===== config.mk =====
export PLATFORM = sky130hd
export DESIGN_NAME = sap1_controller
export DESIGN_NICKNAME = d
export VERILOG_FILES = /design/src/rtl/sap1_pkg.sv /design/src/rtl/sap1_controller_ring_counter.sv /design/src/rtl/sap1_controller.sv
export SDC_FILE = /design/constraint.sdc
export NUM_CORES = 1
export LEC_CHECK = 0
export BUFFER_PORTS_ARGS = -buffer_cell sky130_fd_sc_hd__clkbuf_2
export CORE_AREA = 2 2 39 41
export CTS_CLUSTER_DIAMETER = 120
export CTS_CLUSTER_SIZE = 25
export DETAILED_ROUTE_END_ITERATION = 8
export DIE_AREA = 0 0 41 43
export SLEW_MARGIN = 15
export SYNTH_ARGS = -nofsm -noshare
export SYNTH_HDL_FRONTEND = slang
export SYNTH_HIERARCHICAL = 1
export SYNTH_SLANG_ARGS = --single-unit

===== constraint.sdc =====
create_clock -name clk -period 3 [get_ports clk]
set_clock_uncertainty 0.2 [all_clocks]
set_input_delay 0.15 -clock clk [delete_from_list [all_inputs] [get_ports clk]]
set_output_delay 0.15 -clock clk [all_outputs]
set_load 0.02 [all_outputs]

===== src/rtl/sap1_pkg.sv =====
// Shared definitions for the SAP-1 controller and the datapath modules:
// opcode encodings, control-word bit positions and T-state indices.
package sap1_pkg;

    localparam int OPCODE_W = 4;
    localparam int T_STATES = 6;
    localparam int CON_W    = 12;

    // Opcode encodings (IR upper nibble); every other value executes as NOP.
    localparam logic [OPCODE_W-1:0] OP_LDA = 4'h0;
    localparam logic [OPCODE_W-1:0] OP_ADD = 4'h1;
    localparam logic [OPCODE_W-1:0] OP_SUB = 4'h2;
    localparam logic [OPCODE_W-1:0] OP_OUT = 4'hE;
    localparam logic [OPCODE_W-1:0] OP_HLT = 4'hF;

    // Control-word bit positions, all active-high.
    localparam int CON_CP = 11;  // PC increment
    localparam int CON_EP = 10;  // PC to bus
    localparam int CON_LM = 9;   // load MAR
    localparam int CON_CE = 8;   // RAM to bus
    localparam int CON_LI = 7;   // load IR
    localparam int CON_EI = 6;   // IR operand to bus
    localparam int CON_LA = 5;   // load accumulator
    localparam int CON_EA = 4;   // accumulator to bus
    localparam int CON_SU = 3;   // ALU subtract
    localparam int CON_EU = 2;   // ALU to bus
    localparam int CON_LB = 1;   // load B register
    localparam int CON_LO = 0;   // load output register

    // Bit positions of each T-state in the one-hot ring.
    localparam int TS_T1 = 0;
    localparam int TS_T2 = 1;
    localparam int TS_T3 = 2;
    localparam int TS_T4 = 3;
    localparam int TS_T5 = 4;
    localparam int TS_T6 = 5;

    typedef logic [CON_W-1:0] con_t;

    // Instruction class after opcode decode.
    typedef enum logic [2:0] {
        INS_LDA,
        INS_ADD,
        INS_SUB,
        INS_OUT,
        INS_HLT,
        INS_NOP
    } instr_e;

    // Map a raw opcode onto its instruction class; unknown codes are NOP.
    function automatic instr_e decode_op(input logic [OPCODE_W-1:0] op);
        instr_e ins;
        case (op)
            OP_LDA:  ins = INS_LDA;
            OP_ADD:  ins = INS_ADD;
            OP_SUB:  ins = INS_SUB;
            OP_OUT:  ins = INS_OUT;
            OP_HLT:  ins = INS_HLT;
            default: ins = INS_NOP;
        endcase
        return ins;
    endfunction

endpackage


===== src/rtl/sap1_controller_ring_counter.sv =====
// One-hot ring counter: a single 1 circulating from bit 0 upward, wrapping
// from the top bit back to bit 0. Reset parks the ring on bit 0.
module ring_counter #(
    parameter int LEN = 6
) (
    input  logic           clk,
    input  logic           rst_n,
    input  logic           enable,
    output logic [LEN-1:0] state
);

    // Rotate the single hot bit one position per enabled cycle.
    always_ff @(posedge clk or negedge rst_n) begin
        if (!rst_n) begin
            state <= LEN'(1);
        end else if (enable) begin
            state <= {state[LEN-2:0], state[LEN-1]};
        end
    end

endmodule


===== src/rtl/sap1_controller.sv =====
// SAP-1 controller-sequencer: six-state ring counter for the fetch (T1-T3)
// and execute (T4-T6) cycles, a halt flag, and the opcode/T-state decode
// that produces the 12-bit control word for the datapath.
//
// state | meaning
// ------+-------------------------------------------------
// T1    | fetch: PC onto bus, load MAR
// T2    | fetch: PC increment (single-cycle pulse)
// T3    | fetch: RAM onto bus, load IR
// T4    | execute: operand address / OUT transfer / HLT
// T5    | execute: RAM operand into A or B
// T6    | execute: ALU result into A
// HALT  | ring frozen on T4, control word forced to zero
module sap1_controller
    import sap1_pkg::*;
#(
    parameter int OPCODE_W = sap1_pkg::OPCODE_W,
    parameter int T_STATES = sap1_pkg::T_STATES
) (
    input  logic                clk,
    input  logic                rst_n,
    input  logic [OPCODE_W-1:0] opcode,
    output logic [CON_W-1:0]    con,
    output logic [T_STATES-1:0] t_state,
    output logic                halted
);

    logic [T_STATES-1:0] t_ring;
    logic                ring_enable;
    logic                halt_now;
    instr_e              ins;

    assign ins = decode_op(opcode);

    // HLT is recognised in T4. The ring must not step on that same edge,
    // otherwise it would freeze on T5 instead of T4, so the enable also
    // drops for the halting cycle and not just once the flag is set.
    assign halt_now    = t_ring[TS_T4] & (ins == INS_HLT) & ~halted;
    assign ring_enable = ~(halted | halt_now);

    ring_counter #(
        .LEN (T_STATES)
    ) u_ring (
        .clk    (clk),
        .rst_n  (rst_n),
        .enable (ring_enable),
        .state  (t_ring)
    );

    assign t_state = t_ring;

    // Halt flag: set at the end of T4 of a HLT, held until reset.
    always_ff @(posedge clk or negedge rst_n) begin
        if (!rst_n) begin
            halted <= 1'b0;
        end else if (halt_now) begin
            halted <= 1'b1;
        end
    end

    // Control-word decode. Gating with rst_n keeps strobes off for the whole
    // reset window, including the instant reset lands mid-instruction.
    always_comb begin
        con = '0;
        if (rst_n && !halted) begin
            if (t_ring[TS_T1]) begin
                con[CON_EP] = 1'b1;
                con[CON_LM] = 1'b1;
            end
            if (t_ring[TS_T2]) begin
                con[CON_CP] = 1'b1;
            end
            if (t_ring[TS_T3]) begin
                con[CON_CE] = 1'b1;
                con[CON_LI] = 1'b1;
            end
            if (t_ring[TS_T4]) begin
                case (ins)
                    INS_LDA, INS_ADD, INS_SUB: begin
                        con[CON_EI] = 1'b1;
                        con[CON_LM] = 1'b1;
                    end
                    INS_OUT: begin
                        con[CON_EA] = 1'b1;
                        con[CON_LO] = 1'b1;
                    end
                    default: ;
                endcase
            end
            if (t_ring[TS_T5]) begin
                case (ins)
                    INS_LDA: begin
                        con[CON_CE] = 1'b1;
                        con[CON_LA] = 1'b1;
                    end
                    INS_ADD, INS_SUB: begin
                        con[CON_CE] = 1'b1;
                        con[CON_LB] = 1'b1;
                    end
                    default: ;
                endcase
            end
            if (t_ring[TS_T6]) begin
                case (ins)
                    INS_ADD: begin
                        con[CON_EU] = 1'b1;
                        con[CON_LA] = 1'b1;
                    end
                    INS_SUB: begin
                        con[CON_SU] = 1'b1;
                        con[CON_EU] = 1'b1;
                        con[CON_LA] = 1'b1;
                    end
                    default: ;
                endcase
            end
        end
    end

endmodule


[Yosys cells after proc, flatten, opt, wreduce, memory -nomap -nowiden]
Cells that the tools add are included.
Operators by class
  eq/ne operators: 8
  mux-type cells: 21
  bitwise gates (word level): 4
  reductions and logical operators: 6
Operators by type and width (number)
  2-to-1 mux 1 bit: 16
  case mux 3 bit (5 select lines): 1
  2-to-1 mux 12 bit: 1
  equality test 4 bit, second input constant: 2
  equality test 3 x 2 -> 1 bit, second input constant: 2
  2-to-1 mux 2 bit: 3
  equality test 4 x 1 -> 1 bit, second input constant: 1
  equality test 4 x 2 -> 1 bit, second input constant: 1
  logical NOT 4 bit: 1
  equality test 3 x 1 -> 1 bit, second input constant: 1
  equality test 3 bit, second input constant: 1
  logical NOT 3 bit: 1
  OR reduction 3 bit: 1
  AND 1 bit: 2
  OR reduction 2 bit: 1
  logical AND 1 bit: 1
  logical NOT 1 bit: 1
  inverter 1 bit: 1
  bitwise OR 1 bit: 1
Word-level totals
  register bits: 7
  input port bits: 6
  output and inout port bits: 19
  word-level logic and storage cells: 41

[Depth between registers and ports, before layout]
  depth in word-level cells: 8
  mapped depth: 5
  gate-level depth less buffers: 4

[Hierarchy]
Netlist, hierarchy kept.
By module, submodules not included
  ring_counter: times used 1, cells each 13, area an instance 252.7 sq um, sequential area each 151.4 sq um
  sap1_controller: times used 1, cells each 27, area an instance 200.2 sq um, sequential area each 25.0 sq um

[Worst setup path before layout]
Ideal clock, no wire load.
  path kind: flip-flop to output port
  start: reg halted
  end: out con[4]
  data arrival time: 1551 ps
  data required time: 2650 ps
  path slack: 1099 ps
  stages on the path, launching flop included: 5
  buffers on the path: 1
  path through: dfrtp_1 -> nor2b_1 -> inv_1 -> nor3_1 -> buf_4
On the way
  word-level cells in the longest chain between the ends: 3
RTL lines
  start: declaration: line sap1_controller.sv:25  | output logic halted
  start signal: assignment: line sap1_controller.sv:55  | halted <= 1'b0;
  start signal: assignment: line sap1_controller.sv:57  | halted <= 1'b1;
  logical NOT 1 bit: line sap1_controller.sv:65  | if (rst_n && !halted) begin
  logical AND 1 bit: line sap1_controller.sv:65
  2-to-1 mux 12 bit: line sap1_controller.sv:65
  end: declaration: line sap1_controller.sv:23  | output logic [CON_W-1:0] con,
No other way between the ends.

[Worst setup path in the final report]
  start: in rst_n
  end: out con[9]
On the way
  word-level cells in the longest chain between the ends: 2
RTL lines
  start: declaration: line sap1_controller.sv:21  | input logic rst_n,
  logical AND 1 bit: line sap1_controller.sv:65
  2-to-1 mux 12 bit: line sap1_controller.sv:65
No other way between the ends.

==> impl_metrics.tcl <==
set metrics [dict create \
    clock_sinks 7 \
    antenna_found_initial 0 \
    fin_cells 83 \
    async_reset_ff_share_pct 100.0 \
    post-place-cells 78 \
    final.period_utilization_pct 68.94 \
    rr_worst_depth 4 \
    synth_area_per_cell_um2 11.32 \
    critical-path-slowest-cell "dlygate4sd3_1" \
    grt_overflow 0 \
    finalWirelength_um 947 \
    start_kind "input port" \
    crit_family "buffers and inverters" \
    ant_nets 0 \
    crit_arrival_ns 1.72 \
    grtUsageTotal_pct 12.47 \
    viasPerCell 4.530 \
    max_stage_delay_ns 0.52 \
    syn_area_um2 452.9 \
    r2r_slack_ns 1.26 \
    drt_first_pass_iters 2 \
    ys_warn_count 6 \
    hp-class "input port to async pin" \
    switching_power_w 0.00004178 \
    finalNetCount 74 \
    area_growth_syn_to_layout_pct 34.81 \
    slew-limit-headroom_pct 55.30 \
    swShare_pct 21.53 \
    grt_max_degree 10 \
    grt_pass1_vias 350 \
    vias 376 \
    worst_path_most_repeated_cell "clkbuf_2" \
    setup_viol 0 \
    cts_buffer_depth 2 \
    wl_per_cell_um 11.41 \
    reg2reg_from "u_ring/state[3]" \
    dp_hpwl_um 769.4 \
    power_frac_comb_pct 8.2 \
    nFillCells 148 \
    core_area_um2 1384 \
    final_hold_viol_count 0 \
    synth_edf_count 0 \
    report.final.slew_viol_count 0 \
    hold_slack_ns 0.08140 \
    htree_levels 1 \
    drc 0 \
    seqPwrFrac_pct 48.8 \
    crit_type "input port to output port" \
    cts-root-buf "clkbuf_4" \
    drtIter0Drc 2 \
    p_int_w 0.0001523 \
    yosysSeqAreaShare_pct 38.95 \
    antenna_cells 0 \
    clkTransAtPathRegs_ns 0.05 \
    die_area_um2 1763 \
    crit_required_ns 2.65 \
    grt_pass1_wl_um 1476 \
    cts_tree "done" \
    worstPathMaxFanout 9 \
    clkPwrFrac_pct 43.1 \
    synth_flop_cell "dfrtp_1" \
    ys_types 24 \
    power_density_nw_per_um2 317.9 \
    postCtsSetupRepairBufs 0 \
    r2r-end "u_ring/state[2]" \
    tightest_slew_ns 0.6680 \
    max_freq_mhz 483.5 \
    peakVddDrop_v 0.0001767 \
    p_leak_nw 0.3546 \
    die_y_um 43 \
    io_pins 25 \
    outcome "completed" \
    place_congestion 0.7554 \
    setup_tns_ns 0 \
    clk_latency_ns 0.25 \
    synthCells 40 \
    crit_chain "dlygate4sd3_1 > clkbuf_2 > nor4b_4 > and3_1 > or2_1 > clkbuf_2" \
    io_buffers 24 \
    worstSetupEndpointType "output port" \
    min_period_ns 2.068 \
    maxCapViolations 0 \
    drive_gt1_share_pct 58.21 \
    synth.net_count 46 \
    ys_seq_elements 7 \
    rsz0062_at_grt "false" \
    chipWidth_um 41 \
    cp.buffers_inverters 3 \
    numCtsBuffers 3 \
    initial_utilization_pct 32.73 \
    num_rows 14 \
]
-- state kept, by name, indices dropped and copies added, names as in the netlist --
register and flops:
halted 1, u_ring/state 6
-- worst max-delay path by stage --
stage	slack (ns)	startpoint	end	cells past startpoint
4_1_cts	0.89	rst_n	con[9]	6
2_1_floorplan	1.10	halted	con[4]	4
5_1_grt	0.71	rst_n	con[0]	6
6_report	0.93	rst_n	con[9]	6
3_5_place_dp	1.25	u_ring/state[3]	u_ring/state[1]	4
3_3_place_gp	1.28	u_ring/state[3]	u_ring/state[1]	4
-- power groups by stage --
stage	clock network [W]	logic, W	registers [W]
6_report	0.0000836	0.0000159	0.0000947
5_1_grt	0.0000925	0.0000177	0.0000945
4_1_cts	0.0000882	0.0000162	0.0000946
3_5_place_dp	0	0.0000152	0.0000962
3_3_place_gp	0	0.0000149	0.0000962
2_1_floorplan	0	0.00000599	0.0000962
-- cell families after synthesis --
logic type / share of synthesized area [%]
AOI/OAI and AO/OA: 3.038
xor gates and xnor gates: 1.934
buffers and inverters: 4.972
DFF: 38.95
muxes: 22.10
and+or+nand+nor: 29.01
-- per-layer routing --
layer	share of wire (%)	GRT usage, %	routed length (um)
met1	43	14.29	409
met2	50	20.31	477
met3	6.3	4.712	60
met4	0	4.000	0
met5	0	0	0
-- layout make-up --
cell class | count | area (um^2) | area share, %
Multi-Input combinational cell | 30 | 254.0 | 41.60
Sequential cell | 7 | 176.4 | 28.89
Timing Repair Buffer | 25 | 130.1 | 21.31
Clock buffer | 4 | 26.28 | 4.303
Tap cell | 16 | 20.02 | 3.279
Inverter | 1 | 3.754 | 0.6148
-- cell usage after synthesis (all sizes together), types with 2 or more instances --
cell type  n  area, um^2
dfrtp      6       150.1
nand2      2       7.510
or2        2       12.52
mux2       6       90.09
buf        2       18.77
nor2       4       15.01
and2       4       26.28
-- what timing repair did --
action	4_1_cts	5_1_grt
resized for setup	0	0
hold buffers	1	0
endpoints found under the hold margin	7	0
-- per-stage QoR --
step / power, W / setup WS (ns) / utilization, % / area, um^2
global placement: 0.0001111 / 1.282 / 41.50 / 574.3
detailed placement: 0.0001113 / 1.253 / 41.50 / 574.3
CTS: 0.0001990 / 0.8889 / 44.12 / 610.6
floorplan: 0.0001022 / 1.099 / - / 452.9
global route: 0.0002046 / 0.7068 / 44.12 / 610.6
finish: 0.0001941 / 0.9317 / 44.12 / 610.6
-- cell usage in the layout (no fill, tap or decap), drive strengths merged, types with 2 or more instances in the layout --
cell,Yosys,routed
or2,2,2
dfrtp,6,6
nor2,4,4
mux2,6,6
clkbuf,0,28
nand2,2,2
and2,4,4
Note: power is estimated with default switching activity, not from simulation.
